$ cat config.mk
export PLATFORM = sky130hd
export DESIGN_NAME = cart_mem_arb
export DESIGN_NICKNAME = d
export VERILOG_FILES = /design/src/rtl/cart_mem_arb.sv
export SDC_FILE = /design/constraint.sdc
export NUM_CORES = 1
export LEC_CHECK = 0
export ABC_AREA = 1
export BUFFER_PORTS_ARGS = -buffer_cell sky130_fd_sc_hd__buf_4
export CAP_MARGIN = 40
export CORE_AREA = 2 2 119 121
export CTS_BUF_LIST = sky130_fd_sc_hd__clkbuf_16
export DETAILED_ROUTE_END_ITERATION = 10
export DIE_AREA = 0 0 121 123
export GPL_ROUTABILITY_DRIVEN = 0
export HOLD_SLACK_MARGIN = 0.1
export PLACE_DENSITY = 0.7
export SKIP_LAST_GASP = 1
export SLEW_MARGIN = 0
export SYNTH_ARGS = -nofsm -noshare
export SYNTH_HDL_FRONTEND = slang
export SYNTH_SLANG_ARGS = --single-unit
$ cat constraint.sdc
create_clock -name i_clk -period 1.9 [get_ports i_clk]
set_clock_uncertainty 0.05 [all_clocks]
set_input_delay 0.38 -clock i_clk [delete_from_list [all_inputs] [get_ports i_clk]]
set_output_delay 0.38 -clock i_clk [all_outputs]
set_load 0.02 [all_outputs]
$ cat src/rtl/cart_mem_arb.sv
// cart_mem_arb: shares the cartridge ROM SDRAM request port between download writes
// (one-byte buffer) and Z80 cartridge reads (one-entry read cache, WAIT stretching).
// state | meaning
// IDLE  | nothing outstanding; a read miss wins over a buffered write
// RD    | CPU read miss in flight
// WR    | buffered download byte in flight
module cart_mem_arb #(
  parameter int ADDR_W = 25
) (
  input  logic              i_clk,
  input  logic              i_reset,
  input  logic              i_ioctl_wr,
  input  logic [ADDR_W-1:0] i_ioctl_addr,
  input  logic [7:0]        i_ioctl_dout,
  input  logic              i_ioctl_isROM,
  output logic              o_ioctl_wait,
  input  logic              i_cpu_rd,
  input  logic [ADDR_W-1:0] i_cpu_addr,
  output logic [7:0]        o_cpu_dout,
  output logic              o_cpu_wait_n,
  output logic              o_mem_req,
  output logic              o_mem_we,
  output logic [ADDR_W-1:0] o_mem_addr,
  output logic [7:0]        o_mem_din,
  input  logic              i_mem_ack,
  input  logic [7:0]        i_mem_dout
);

  typedef enum logic [1:0] {S_IDLE, S_RD, S_WR} state_t;

  state_t            r_state;
  state_t            w_state_nxt;

  logic              r_cpu_rd_q;
  logic              r_rd_pend;
  logic [ADDR_W-1:0] r_rd_addr;
  logic              r_wbuf_full;
  logic [ADDR_W-1:0] r_wbuf_addr;
  logic [7:0]        r_wbuf_data;
  logic              r_cache_valid;
  logic [ADDR_W-1:0] r_cache_addr;
  logic [7:0]        r_cache_data;
  logic [7:0]        r_cpu_dout;
  logic              r_mem_req;
  logic              r_mem_we;
  logic [ADDR_W-1:0] r_mem_addr;
  logic [7:0]        r_mem_din;

  logic              w_rd_edge;
  logic              w_hit;
  logic              w_rd_miss;
  logic              w_rd_req;
  logic              w_wr_accept;
  logic              w_rd_done;
  logic              w_wr_done;
  logic              w_issue;
  logic              w_issue_wr;
  logic [ADDR_W-1:0] w_rd_issue_addr;

  assign w_rd_edge   = i_cpu_rd & ~r_cpu_rd_q;
  assign w_hit       = r_cache_valid & (i_cpu_addr == r_cache_addr);
  assign w_rd_miss   = w_rd_edge & ~w_hit;
  // A fresh miss is issued straight from IDLE so mem_req rises one cycle after the edge.
  assign w_rd_req    = r_rd_pend | w_rd_miss;
  assign w_wr_accept = i_ioctl_wr & i_ioctl_isROM & ~r_wbuf_full;
  assign w_rd_done   = (r_state == S_RD) & i_mem_ack;
  assign w_wr_done   = (r_state == S_WR) & i_mem_ack;
  assign w_issue     = (r_state == S_IDLE) & (w_state_nxt != S_IDLE);
  assign w_issue_wr  = w_issue & (w_state_nxt == S_WR);
  assign w_rd_issue_addr = r_rd_pend ? r_rd_addr : i_cpu_addr;

  always_comb begin
    w_state_nxt = r_state;
    case (r_state)
      S_IDLE: begin
        if (w_rd_req)         w_state_nxt = S_RD;
        else if (r_wbuf_full) w_state_nxt = S_WR;
      end
      S_RD:    if (i_mem_ack) w_state_nxt = S_IDLE;
      S_WR:    if (i_mem_ack) w_state_nxt = S_IDLE;
      default: w_state_nxt = S_IDLE;
    endcase
  end

  always_ff @(posedge i_clk) begin
    if (i_reset) r_state <= S_IDLE;
    else         r_state <= w_state_nxt;
  end

  always_ff @(posedge i_clk) begin
    if (i_reset) begin
      r_cpu_rd_q    <= 1'b0;
      r_rd_pend     <= 1'b0;
      r_rd_addr     <= '0;
      r_wbuf_full   <= 1'b0;
      r_wbuf_addr   <= '0;
      r_wbuf_data   <= 8'h00;
      r_cache_valid <= 1'b0;
      r_cache_addr  <= '0;
      r_cache_data  <= 8'h00;
      r_cpu_dout    <= 8'hFF;
      r_mem_req     <= 1'b0;
      r_mem_we      <= 1'b0;
      r_mem_addr    <= '0;
      r_mem_din     <= 8'h00;
    end else begin
      r_cpu_rd_q <= i_cpu_rd;

      if (w_wr_accept) begin
        r_wbuf_full <= 1'b1;
        r_wbuf_addr <= i_ioctl_addr;
        r_wbuf_data <= i_ioctl_dout;
      end else if (w_wr_done) begin
        r_wbuf_full <= 1'b0;
      end

      if (w_rd_done) r_rd_pend <= 1'b0;
      if (w_rd_miss && (!r_rd_pend || w_rd_done)) begin
        r_rd_pend <= 1'b1;
        r_rd_addr <= i_cpu_addr;
      end

      if (w_rd_done)               r_cpu_dout <= i_mem_dout;
      else if (w_rd_edge && w_hit) r_cpu_dout <= r_cache_data;

      if (w_rd_done) begin
        r_cache_valid <= 1'b1;
        r_cache_addr  <= r_mem_addr;
        r_cache_data  <= i_mem_dout;
      end else if (w_issue_wr) begin
        r_cache_valid <= 1'b0;
      end

      if (w_issue) begin
        r_mem_req  <= 1'b1;
        r_mem_we   <= w_issue_wr;
        r_mem_addr <= w_issue_wr ? r_wbuf_addr : w_rd_issue_addr;
        if (w_issue_wr) r_mem_din <= r_wbuf_data;
      end else if ((r_state != S_IDLE) && i_mem_ack) begin
        r_mem_req <= 1'b0;
      end
    end
  end

  assign o_ioctl_wait = r_wbuf_full;
  assign o_cpu_wait_n = ~w_rd_miss & ~r_rd_pend;
  assign o_cpu_dout   = r_cpu_dout;
  assign o_mem_req    = r_mem_req;
  assign o_mem_we     = r_mem_we;
  assign o_mem_addr   = r_mem_addr;
  assign o_mem_din    = r_mem_din;

endmodule

==> metrics.txt <==
# TYPE chip_impl_metric gauge
chip_impl_info{name="run_status",value="complete, but fails checks"} 1
chip_impl_info{name="failing_checks",value="negative setup slack"} 1
chip_impl_metric{name="yosys_register_bits",unit=""} 140
chip_impl_metric{name="comb_power_share",unit="%"} 24.3
chip_impl_metric{name="layout.cell_area.non_filler",unit="sq um"} 8947
chip_impl_metric{name="finalSetupViolCount",unit=""} 71
chip_impl_info{name="cp-start-kind",value="register"} 1
chip_impl_metric{name="placedInstanceArea",unit="sq um"} 7507
chip_impl_metric{name="detail_route.wirelength",unit="um"} 19440
chip_impl_info{name="top_cells_by_area_in_the_synthesized_netlist",value="sky130_fd_sc_hd__dfxtp_1 45%, sky130_fd_sc_hd__nand2_1 11%, sky130_fd_sc_hd__o21ai_0 9.6%, sky130_fd_sc_hd__nor2_1 7.9%, sky130_fd_sc_hd__inv_1 6.2%"} 1
chip_impl_info{name="grt_setup_unrepaired",value="yes"} 1
chip_impl_metric{name="clock.fmax",unit="GHz"} 0.4008
chip_impl_metric{name="power.density_cell_area",unit="nW/um^2"} 981.7
chip_impl_metric{name="drtPass1Iterations",unit=""} 5
chip_impl_metric{name="register_area",unit="sq um"} 2809
chip_impl_metric{name="yosys.cell_types.count",unit=""} 28
chip_impl_metric{name="post-synth-top-area-fraction",unit="%"} 45.09
chip_impl_info{name="holdCritPathClass",value="in -> reg"} 1
chip_impl_metric{name="clk_path_buf_depth",unit=""} 2
chip_impl_metric{name="count_of_filler_cells_inserted_in_the_layout",unit=""} 1150
chip_impl_metric{name="synth-async-reset-ratio",unit="%"} 0
chip_impl_metric{name="dp_cells",unit=""} 1183
chip_impl_metric{name="critPathArrivalTime",unit="ns"} 2.76
chip_impl_metric{name="overflow_left_after_global_routing",unit=""} 0
chip_impl_metric{name="swShare",unit="%"} 30.16
chip_impl_metric{name="timing.final.crit_share",unit="%"} 131.3
chip_impl_metric{name="port-buffer-count",unit=""} 116
chip_impl_metric{name="power.switching",unit="mW"} 2.649
chip_impl_metric{name="rows",unit=""} 43
chip_impl_metric{name="die_area",unit="sq um"} 14880
chip_impl_metric{name="timing.reg2reg.setup_slack",unit="ns"} -0.59
chip_impl_metric{name="hpwlAfterDp",unit="um"} 10860
chip_impl_metric{name="post-route-min-period",unit="ns"} 2.495
chip_impl_metric{name="detail-route-antenna-nets",unit=""} 0
chip_impl_metric{name="timing.hold.ws",unit="ns"} 0.1588
chip_impl_metric{name="cts_made_buffers",unit=""} 17
chip_impl_metric{name="syn_nets",unit=""} 966
chip_impl_metric{name="share_clk_of_total_power",unit="%"} 37.0
chip_impl_info{name="clock-root-buffer",value="sky130_fd_sc_hd__clkbuf_16"} 1
chip_impl_metric{name="critical_path_required",unit="ns"} 2.17
chip_impl_metric{name="post_drt_via_cell_ratio",unit=""} 5.085
chip_impl_metric{name="final_critical_path_setup_slack",unit="ns"} -0.5949
chip_impl_metric{name="coreArea",unit="sq um"} 13610
chip_impl_metric{name="post_synth_inst_count",unit=""} 890
chip_impl_metric{name="area_of_the_multi_input_gates",unit="sq um"} 3142
chip_impl_metric{name="timing.critical_path.buf_inv",unit=""} 3
chip_impl_metric{name="drive_above_1_share",unit="%"} 31.92
chip_impl_metric{name="vdd.ir_drop.worst",unit="V"} 0.0007678
chip_impl_metric{name="io_pins",unit=""} 117
chip_impl_metric{name="insertion_delay",unit="ns"} 0.43
chip_impl_metric{name="cp_max_fo",unit=""} 6
chip_impl_metric{name="drc_markers",unit=""} 0
chip_impl_metric{name="clk_transition_reported_paths",unit="ns"} 0.05
chip_impl_info{name="post-synth-top-area-cell",value="sky130_fd_sc_hd__dfxtp_1"} 1
chip_impl_info{name="worstPathCellList",value="inv_2 > nand2_1 > nand2_1 > nand2_1 > nor2_2 > nand2_1 > nor2_2 > nand2_2 > buf_6 > nand2_4 > nand3_4 > nor3_4 > nand2_4 > clkbuf_16 > nand2_2 > nand3_2 > nor2_1 > nor2_1"} 1
chip_impl_metric{name="grt_pass1_vias",unit=""} 5909
chip_impl_metric{name="grt_first_pass_wirelength",unit="um"} 28720
chip_impl_info{name="cts_tree",value="yes"} 1
chip_impl_metric{name="drv_slew",unit=""} 0
chip_impl_metric{name="grt_antenna_before_repair",unit=""} 0
chip_impl_metric{name="layout.cells.non_filler",unit=""} 1242
chip_impl_metric{name="netlist_area",unit="sq um"} 6216
chip_impl_info{name="worstSetupPathType",value="reg -> reg"} 1
chip_impl_metric{name="grt_use_total",unit="%"} 24.63
chip_impl_metric{name="number_of_enable_flip_flop_cells_after_synthesis",unit=""} 0
chip_impl_metric{name="leakage",unit="nW"} 4.082
chip_impl_info{name="ys_dominant_reg_cell",value="sky130_fd_sc_hd__dfxtp_1"} 1
chip_impl_metric{name="slew_headroom",unit="%"} 56.07
chip_impl_metric{name="wl_per_cell",unit="um"} 15.65
chip_impl_info{name="yosys.cell_count.top_type",value="sky130_fd_sc_hd__nand2_1"} 1
chip_impl_metric{name="delay_of_the_slowest_cell_on_the_worst_path",unit="ns"} 0.32
chip_impl_metric{name="syn_avg_cell_area",unit="sq um"} 6.984
chip_impl_metric{name="total_power",unit="mW"} 8.784
chip_impl_info{name="critPathSlowestCell",value="sky130_fd_sc_hd__dfxtp_2"} 1
chip_impl_metric{name="num_vias",unit=""} 6316
chip_impl_metric{name="cts_max_level",unit=""} 4
chip_impl_metric{name="syn_to_final_growth",unit="%"} 43.94
chip_impl_info{name="critPathCaptureType",value="register"} 1
chip_impl_metric{name="die_width",unit="um"} 121
chip_impl_metric{name="power.internal",unit="mW"} 6.134
chip_impl_metric{name="syn_warnings",unit=""} 0
chip_impl_metric{name="start_util",unit="%"} 45.67
chip_impl_info{name="ys_top_cells_by_count",value="179 x sky130_fd_sc_hd__nand2_1, 140 x sky130_fd_sc_hd__dfxtp_1, 131 x sky130_fd_sc_hd__nor2_1, 119 x sky130_fd_sc_hd__o21ai_0, 102 x sky130_fd_sc_hd__inv_1"} 1
chip_impl_info{name="crit_path_frequent_cell",value="sky130_fd_sc_hd__nand2_1"} 1
chip_impl_metric{name="finalNetCount",unit=""} 1126
chip_impl_info{name="crit_path_max_delay_family",value="simple AND/OR/NAND/NOR gates"} 1
chip_impl_metric{name="fp.dieH",unit="um"} 123
chip_impl_metric{name="synth_seq_area_share",unit="%"} 45.09
chip_impl_metric{name="numClockSinks",unit=""} 140
chip_impl_metric{name="max_cap_viols",unit=""} 0
chip_impl_metric{name="antenna_cells_inserted",unit=""} 0
chip_impl_metric{name="tightest_slew",unit="ns"} 0.6566
chip_impl_metric{name="seqPwrFrac",unit="%"} 38.7
chip_impl_metric{name="drt-initial-drc-count",unit=""} 569
chip_impl_metric{name="hold_violations",unit=""} 0
chip_impl_metric{name="grt_start_max_net_pins",unit=""} 85
## placed cells by master, fill, tap and decap left out, types with 13 or more instances in the layout
master | synthesis | final
sky130_fd_sc_hd__buf_4 | 0 | 159
sky130_fd_sc_hd__nand2_1 | 179 | 146
sky130_fd_sc_hd__dfxtp_1 | 140 | 135
sky130_fd_sc_hd__nor2_1 | 131 | 114
sky130_fd_sc_hd__o21ai_0 | 119 | 99
sky130_fd_sc_hd__inv_1 | 102 | 97
sky130_fd_sc_hd__a21oi_1 | 67 | 65
sky130_fd_sc_hd__nand2_2 | 13 | 35
sky130_fd_sc_hd__clkbuf_16 | 0 | 24
sky130_fd_sc_hd__nand3_1 | 31 | 17
sky130_fd_sc_hd__nor2_2 | 0 | 17
sky130_fd_sc_hd__o21ai_1 | 1 | 17
sky130_fd_sc_hd__inv_2 | 8 | 14
sky130_fd_sc_hd__nand3_2 | 2 | 13
## logic make-up (layout without fill, tap and decap cells)
group / Yosys count / in the layout / synth area share (%)
AOI/OAI and AO/OA: 209 / 209 / 17.95
xor gates and xnor gates: 5 / 5 / 0.7045
adders and majority gates: 4 / 4 / 0.8052
buffers and inverters: 164 / 334 / 10.47
DFF: 140 / 140 / 45.09
muxes: 8 / 8 / 1.288
and+or+nand+nor: 360 / 362 / 23.69
## state kept, by name, summed over array words and instances, names as in the netlist, 2 cells and up
signal / count
o_mem_addr: 25
r_state: 2
r_wbuf_addr: 25
r_wbuf_data: 8
o_cpu_dout: 8
r_cache_addr: 25
r_rd_addr: 25
o_mem_din: 8
r_cache_data: 8
## stage by stage
step	setup TNS (ns)	setup WS (ns)	util (%)
floorplan	0	0.03499	-
global placement	-13.36	-0.3405	55.15
detailed placement	-15.53	-0.3813	55.15
CTS	-18.76	-0.3489	61.37
global route	-42.01	-0.6984	65.73
finish	-34.43	-0.5949	65.73
## power groups by stage
stage,registers (mW),clock network [mW],logic (mW)
final,3.40,3.25,2.14
after global routing,3.43,3.41,2.33
after CTS,3.39,3.26,1.87
after detailed placement,3.44,0,1.70
after global placement,3.44,0,1.68
after floorplan,3.55,0,0.936
## routing by layer
layer  routed length (um)  vias up  GRT usage [%]
li1                     -     3126              -
met5                    0        -              0
met1                 8287     2920          31.66
met3                 1369       43          6.734
met2                 9256      227          40.06
met4                  525        0          8.358
## final cells by class
| cell class | count | share of cell area, % |
|---|---|---|
| Clock buffer | 17 | 4.755 |
| Clock inverter | 14 | 1.524 |
| Inverter | 112 | 4.741 |
| Multi-Input combinational cell | 588 | 35.11 |
| Sequential cell | 140 | 31.39 |
| Tap cell | 180 | 2.517 |
| Timing Repair Buffer | 191 | 19.96 |
## path summary, 6_finish.rpt
path                            depth (start not counted)        startpoint               to
worst min-delay path                                    3  i_ioctl_addr[20]  r_wbuf_addr[20]
worst max-delay path                                   18  r_cache_addr[14]   o_mem_addr[19]
worst max register to register                         18  r_cache_addr[14]   o_mem_addr[19]
worst min register to register                          2     r_rd_addr[21]    r_rd_addr[21]
## worst min-delay path: cells and delay by family
kind | cells | cell delay [ns]
AOI/OAI and AO/OA | 1 | 0.07
and+or+nand+nor | 1 | 0.07
buffers and inverters | 1 | 0.07
## timing repair
action,CTS,global route
hold endpoints to repair,0,0
setup buffers,6,9
gates resized for setup,36,108
gates cloned,5,8
setup endpoints to repair,48,72
hold buffers,0,0
pin swaps,9,44
Power figures use the tool's default switching activity.
